$ cat src/rtl/encoder_pkg.sv
// Shared types and helpers for the quadrature encoder input path.
//   quad_state_t  : {a, b} pair of filtered channel levels
//   cond_state_t  : conditioner FSM states (INIT waits for the synchronisers, RUN decodes)
//   gray_next()   : successor of a quadrature state when channel A leads channel B
package encoder_pkg;

    typedef logic [1:0] quad_state_t;

    typedef enum logic {
        INIT,
        RUN
    } cond_state_t;

    localparam logic DIR_A_LEADS = 1'b1;
    localparam logic DIR_B_LEADS = 1'b0;

    // A-leads order is 00 -> 10 -> 11 -> 01 -> 00, state packed as {a, b}.
    function automatic quad_state_t gray_next(input quad_state_t s);
        quad_state_t n;
        case (s)
            2'b00:   n = 2'b10;
            2'b10:   n = 2'b11;
            2'b11:   n = 2'b01;
            default: n = 2'b00;
        endcase
        return n;
    endfunction

endpackage

$ cat src/rtl/encoder_input_conditioner_glitch_filter.sv
// Per-channel synchroniser plus persistence filter.
//   clk, reset : clock and synchronous active-high reset
//   raw        : asynchronous pin
//   run        : filter enabled; when low the persistence count is held at zero
//   level      : currently accepted (filtered) level, owned by the parent
//   synced     : output of the synchroniser chain
//   accept     : combinational; the parent must load level <= synced on this edge
module encoder_input_conditioner_glitch_filter #(
    parameter int unsigned SYNC_STAGES   = 2,
    parameter int unsigned FILTER_CYCLES = 4
) (
    input  logic clk,
    input  logic reset,
    input  logic raw,
    input  logic run,
    input  logic level,
    output logic synced,
    output logic accept
);

    localparam int unsigned CntW = (FILTER_CYCLES > 1) ? $clog2(FILTER_CYCLES) : 1;
    localparam logic [CntW-1:0] CntLast = CntW'(FILTER_CYCLES - 1);

    logic [SYNC_STAGES-1:0] sync_q;
    logic [CntW-1:0]        cnt_q, cnt_d;

    assign synced = sync_q[SYNC_STAGES-1];

    always_ff @(posedge clk) begin
        if (reset) begin
            sync_q <= '0;
            cnt_q  <= '0;
        end else begin
            sync_q <= {sync_q[SYNC_STAGES-2:0], raw};
            cnt_q  <= cnt_d;
        end
    end

    // A differing level must be seen FILTER_CYCLES times in a row; any match restarts the count.
    always_comb begin
        cnt_d  = '0;
        accept = 1'b0;
        if (run && (synced != level)) begin
            if (cnt_q == CntLast) begin
                accept = 1'b1;
            end else begin
                cnt_d = cnt_q + 1'b1;
            end
        end
    end

endmodule

$ cat src/rtl/encoder_input_conditioner.sv
// Conditions raw quadrature encoder pins: synchronise, glitch-filter, decode edges.
//   clk, reset         : clock and synchronous active-high reset
//   encoder_a/b        : raw asynchronous channels
//   clear_errors       : synchronous clear of error_count
//   sig_a/b            : filtered channel levels
//   state_change       : 1-cycle strobe, exactly one channel changed
//   direction          : 1 = A leads B, 0 = B leads A; held between edges
//   illegal_transition : 1-cycle strobe, both channels changed on the same edge
//   error_count        : saturating count of illegal transitions
module encoder_input_conditioner
    import encoder_pkg::*;
#(
    parameter int unsigned SYNC_STAGES     = 2,
    parameter int unsigned FILTER_CYCLES   = 4,
    parameter int unsigned ERR_COUNT_WIDTH = 8
) (
    input  logic                       clk,
    input  logic                       reset,
    input  logic                       encoder_a,
    input  logic                       encoder_b,
    input  logic                       clear_errors,
    output logic                       sig_a,
    output logic                       sig_b,
    output logic                       state_change,
    output logic                       direction,
    output logic                       illegal_transition,
    output logic [ERR_COUNT_WIDTH-1:0] error_count
);

    localparam int unsigned InitW = $clog2(SYNC_STAGES + 1) + 1;
    localparam logic [InitW-1:0] InitLast = InitW'(SYNC_STAGES);

    cond_state_t                state_q, state_d;
    logic [InitW-1:0]           init_cnt_q, init_cnt_d;
    logic                       sig_a_q, sig_a_d, sig_b_q, sig_b_d;
    logic                       change_q, change_d;
    logic                       dir_q, dir_d;
    logic                       illegal_q, illegal_d;
    logic [ERR_COUNT_WIDTH-1:0] err_q, err_d;
    logic                       synced_a, synced_b, accept_a, accept_b, run;
    quad_state_t                prev_ab, next_ab;

    assign run = (state_q == RUN);

    encoder_input_conditioner_glitch_filter #(
        .SYNC_STAGES  (SYNC_STAGES),
        .FILTER_CYCLES(FILTER_CYCLES)
    ) u_filter_a (
        .clk   (clk),
        .reset (reset),
        .raw   (encoder_a),
        .run   (run),
        .level (sig_a_q),
        .synced(synced_a),
        .accept(accept_a)
    );

    encoder_input_conditioner_glitch_filter #(
        .SYNC_STAGES  (SYNC_STAGES),
        .FILTER_CYCLES(FILTER_CYCLES)
    ) u_filter_b (
        .clk   (clk),
        .reset (reset),
        .raw   (encoder_b),
        .run   (run),
        .level (sig_b_q),
        .synced(synced_b),
        .accept(accept_b)
    );

    always_comb begin
        state_d    = state_q;
        init_cnt_d = init_cnt_q;
        sig_a_d    = sig_a_q;
        sig_b_d    = sig_b_q;
        change_d   = 1'b0;
        illegal_d  = 1'b0;
        dir_d      = dir_q;
        err_d      = err_q;
        prev_ab    = {sig_a_q, sig_b_q};
        next_ab    = prev_ab;

        case (state_q)
            INIT: begin
                // Preload from the synchronisers so pins already high at power-up make no edge.
                if (init_cnt_q == InitLast) begin
                    sig_a_d    = synced_a;
                    sig_b_d    = synced_b;
                    init_cnt_d = '0;
                    state_d    = RUN;
                end else begin
                    init_cnt_d = init_cnt_q + 1'b1;
                end
            end
            RUN: begin
                if (accept_a) sig_a_d = synced_a;
                if (accept_b) sig_b_d = synced_b;
                next_ab = {sig_a_d, sig_b_d};
                case (prev_ab ^ next_ab)
                    2'b11: illegal_d = 1'b1;
                    2'b01, 2'b10: begin
                        change_d = 1'b1;
                        dir_d    = (next_ab == gray_next(prev_ab)) ? DIR_A_LEADS : DIR_B_LEADS;
                    end
                    default: ;
                endcase
            end
            default: state_d = INIT;
        endcase

        // A clear coinciding with an illegal edge keeps that edge counted.
        if (clear_errors) begin
            err_d = illegal_d ? ERR_COUNT_WIDTH'(1) : '0;
        end else if (illegal_d && !(&err_q)) begin
            err_d = err_q + 1'b1;
        end
    end

    always_ff @(posedge clk) begin
        if (reset) begin
            state_q    <= INIT;
            init_cnt_q <= '0;
            sig_a_q    <= 1'b0;
            sig_b_q    <= 1'b0;
            change_q   <= 1'b0;
            dir_q      <= 1'b0;
            illegal_q  <= 1'b0;
            err_q      <= '0;
        end else begin
            state_q    <= state_d;
            init_cnt_q <= init_cnt_d;
            sig_a_q    <= sig_a_d;
            sig_b_q    <= sig_b_d;
            change_q   <= change_d;
            dir_q      <= dir_d;
            illegal_q  <= illegal_d;
            err_q      <= err_d;
        end
    end

    assign sig_a              = sig_a_q;
    assign sig_b              = sig_b_q;
    assign state_change       = change_q;
    assign direction          = dir_q;
    assign illegal_transition = illegal_q;
    assign error_count        = err_q;

endmodule

$ cat config.mk
export PLATFORM = sky130hd
export DESIGN_NAME = encoder_input_conditioner
export DESIGN_NICKNAME = d
export VERILOG_FILES = /design/src/rtl/encoder_pkg.sv /design/src/rtl/encoder_input_conditioner_glitch_filter.sv /design/src/rtl/encoder_input_conditioner.sv
export SDC_FILE = /design/constraint.sdc
export NUM_CORES = 1
export LEC_CHECK = 0
export BUFFER_PORTS_ARGS = -buffer_cell sky130_fd_sc_hd__buf_2
export CAP_MARGIN = 5
export CORE_MARGIN = 8
export CORE_UTILIZATION = 48
export CTS_BUF_LIST = sky130_fd_sc_hd__clkbuf_4 sky130_fd_sc_hd__clkbuf_8 sky130_fd_sc_hd__clkbuf_16
export DETAILED_ROUTE_END_ITERATION = 7
export PLACE_DENSITY = 0.77
export SLEW_MARGIN = 0
export SYNTH_ARGS = -nofsm -noshare
export SYNTH_HDL_FRONTEND = slang
export SYNTH_SLANG_ARGS = --single-unit
$ cat constraint.sdc
create_clock -name clk -period 1.6 [get_ports clk]
set_input_delay 0.16 -clock clk [delete_from_list [all_inputs] [get_ports clk]]
set_output_delay 0.16 -clock clk [all_outputs]
set_load 0.01 [all_outputs]
==> flow_summary_export.csv <==
group,metric,value,unit
critical_path,crit_slowest_cell,"dfxtp_2",
cts,numCtsBuffers,3,
placement,dp_hpwl,1.88,mm
cts,clk_latency,0.31,ns
synthesis,synth_edf_count,0,
die,dieWidth,64.3,um
route,via_per_inst,5.56,
min_path,holdPathStages,2,
power,swShare,26.7,%
critical_path,critPathKind,"flip-flop to flip-flop",
route,first_pass_iters,4,
synthesis,ys_ff_latch,25,
power,cellPowerDensity,777,nW/um^2
min_path,hp-class,"input port to flip-flop",
global_route,grt_pass1_wl,4.49,mm
layout,mostFrequentLayoutCells,"17 x dfxtp_1, 17 x buf_2, 17 x buf_4",
critical_path,cp_top_family,"simple AND/OR/NAND/NOR gates",
power,p_seq_share,59.6,%
synthesis,yosysTopAreaCell,"dfxtp_1",
sta,final_max_slew_viol_count,0,
synthesis,postSynthNetCount,127,
critical_path,path_depth,9,
layout,syn_to_final_growth,37.1,%
synthesis,netlist_area,1120,um^2
sta,setup-tns-final,-0.119,ns
critical_path,crit_path_max_incr_delay,0.38,ns
run,cap_violations,0,
critical_path,arrival,1.87,ns
global_route,overflow,0,
critical_path,critical_path.max_fanout,4,
synthesis,ys_seq_area_share,44.7,%
synthesis,syn_inst,118,
die,initial_core_util,50.6,%
synthesis,synth_ff_type,"dfxtp_1",
die,dieArea,4130,um^2
synthesis,async_flop_share,0,%
critical_path,reg2reg_to,"error_count[5]",
die,core_area,2210,um^2
synthesis,synth_area_leaders,"dfxtp_1 45%, ha_1 4.5%, nor2_1 4.4%",
power,p_leak,0.612,nW
sta,rsz0062_at_grt,"true",
power,p_int,874,uW
power,p_clk_share,24.4,%
outcome,violations,"negative setup slack",
placement,port_buffers,17,
critical_path,r2r_start,"u_filter_b.cnt_q[0]",
route,drc,0,
min_path,holdCritStartpoint,"encoder_b",
sta,setup_viol,3,
die,die_h,64.3,um
synthesis,synth_top_area_share,44.7,%
cts,clock_sinks,25,
route,ant_nets,0,
cts,clkTransAtPathRegs,0.13,ns
route,wl,2.65,mm
cts,h-tree-depth,1,
layout,diodes,0,
cts,cts_tree,"built",
cts,cts_buffer_depth,2,
outcome,status,"finished with violations",
sta,tightestPinTransition,0.274,ns
die,num_io_pins,18,
min_path,whs_endpoint,"u_filter_b.sync_q[0]",
sta,layout_setup_ws,-0.0518,ns
critical_path,path_cells,"ha_4, nand2_4, nor2_4, ha_4, and2_4, nand4_4, buf_4, nor3_2, nor3_2",
critical_path,r2r_slack,-0.05,ns
global_route,antenna_found_initial,0,
critical_path,cp.required,1.82,ns
power,ir_drop,0.581,mV
route,vias,1007,
critical_path,start_kind,"flip-flop",
route,wl_per_cell,14.6,um
layout,layout.nets,163,
power,p_switching,318,uW
synthesis,ys_warn_count,0,
power,comb_power_share,15.9,%
sta,skew,0.00934,ns
cts,root_buffer,"clkbuf_4",
synthesis,synth_area_per_cell,9.48,um^2
route,drt_iter0_markers,50,
global_route,grt_pass1_vias,1011,
placement,dp_slack,-0.138,ns
global_route,grt_max_degree,17,
critical_path,crit_buf_inv,1,
sta,hold_viol,0,
layout,drive_gt1_share,43.8,%
critical_path,timing.critical_path.to_type,"flip-flop",
critical_path,r2r_cells,9,
sta,fin_crit_sh,103,%
synthesis,synth_cell_types,37,
die,fp-row-count,17,
global_route,grt.total_usage,13.0,%
sta,fmax,0.605,GHz
placement,place.gp.congestion,0.797,
sta,slew_headroom,81.7,%
sta,min_period,1.65,ns
through the flow:
step | instances | area [um^2] | utilization [%] | hold slack (ns) | power [mW]
final | 181 | 1530 | 69.3 | 0.0599 | 1.19
after global routing | 181 | 1530 | 69.3 | 0.0390 | 1.27
after CTS | 181 | 1470 | 66.6 | 0.0549 | 1.20
after detailed placement | 174 | 1370 | 62.1 | 0.381 | 0.905
after global placement | 174 | 1370 | 62.1 | 0.367 | 0.892
after floorplan | 118 | 1160 | - | 0.232 | 0.837
routing by layer:
| metal | GRT usage, % | share of wire, % | vias up |
|---|---|---|---|
| li1 | - | - | 499 |
| met1 | 15.1 | 45 | 493 |
| met2 | 23.1 | 51 | 11 |
| met3 | 2.61 | 2.9 | 4 |
| met4 | 4.36 | 1.4 | 0 |
| met5 | 0 | 0 | - |
sequential cells by signal (all words and copies together) (netlist names):
name and count:
error_count 8, init_cnt_q 3, u_filter_a.cnt_q 2, u_filter_a.sync_q 2
u_filter_b.cnt_q 2, u_filter_b.sync_q 2, direction 1, illegal_transition 1
run 1, sig_a 1, sig_b 1, state_change 1
layout make-up:
class / count / area [um^2]
tap: 28 / 35.0
clock buffer: 4 / 30.0
sequential: 25 / 510
timing repair buffer: 35 / 224
multi-input combinational: 87 / 727
inverter: 2 / 7.51
fill: 166 / 678
power groups by stage:
stage | Combinational [mW] | Clock, mW | Sequential (mW)
finish | 0.190 | 0.291 | 0.711
global route | 0.220 | 0.334 | 0.718
CTS | 0.191 | 0.303 | 0.706
detailed placement | 0.187 | 0 | 0.718
global placement | 0.180 | 0 | 0.712
floorplan | 0.129 | 0 | 0.709
synthesized netlist by cell type, types with 4 or more instances:
cell type,number
dfxtp_1,25
nor2_1,13
a21oi_1,5
nand2_1,5
nor2b_1,5
ha_1,4
nor3_1,4
nor3b_1,4
o21ai_0,4
xnor2_1,4
cells by family (layout without fill, tap and decap cells):
logic type               Yosys count  count (layout)  synth area share, %
buffers and inverters              6              41                 2.24
AND/OR/NAND/NOR                   54              54                 29.0
multiplexers                       3               3                 2.68
AO/OA/AOI/OAI                     20              20                 12.2
flip-flops                        25              25                 44.7
XOR/XNOR                           6               6                 4.70
adder cells (fa/ha/maj)            4               4                 4.47
how the worst max path moves through the flow:
stage	endpoint	start	slack [ns]
3_3_place_gp	error_count[3]	u_filter_b.cnt_q[0]	-0.06
3_5_place_dp	error_count[3]	u_filter_b.cnt_q[0]	-0.14
5_1_grt	error_count[5]	u_filter_b.cnt_q[0]	-0.1
2_1_floorplan	error_count[3]	sig_a	-0.02
6_report	error_count[5]	u_filter_b.cnt_q[0]	-0.05
4_1_cts	error_count[3]	u_filter_b.cnt_q[0]	-0.07
worst reg2reg max path, delay by kind of cell, from the launching register on:
family | cells | cell delay (ns)
AND/OR/NAND/NOR | 6 | 0.73
flip-flops | 1 | 0.38
adder cells (fa/ha/maj) | 2 | 0.29
buffers and inverters | 1 | 0.17
repair_timing:
item / 4_1_cts / 5_1_grt
endpoints found under the setup margin: 6 / 8
pin swaps: 5 / 7
resized for setup: 8 / 16
setup buffers: 3 / 0
hold buffers: 0 / 0
(Power assumes the default switching activity.)
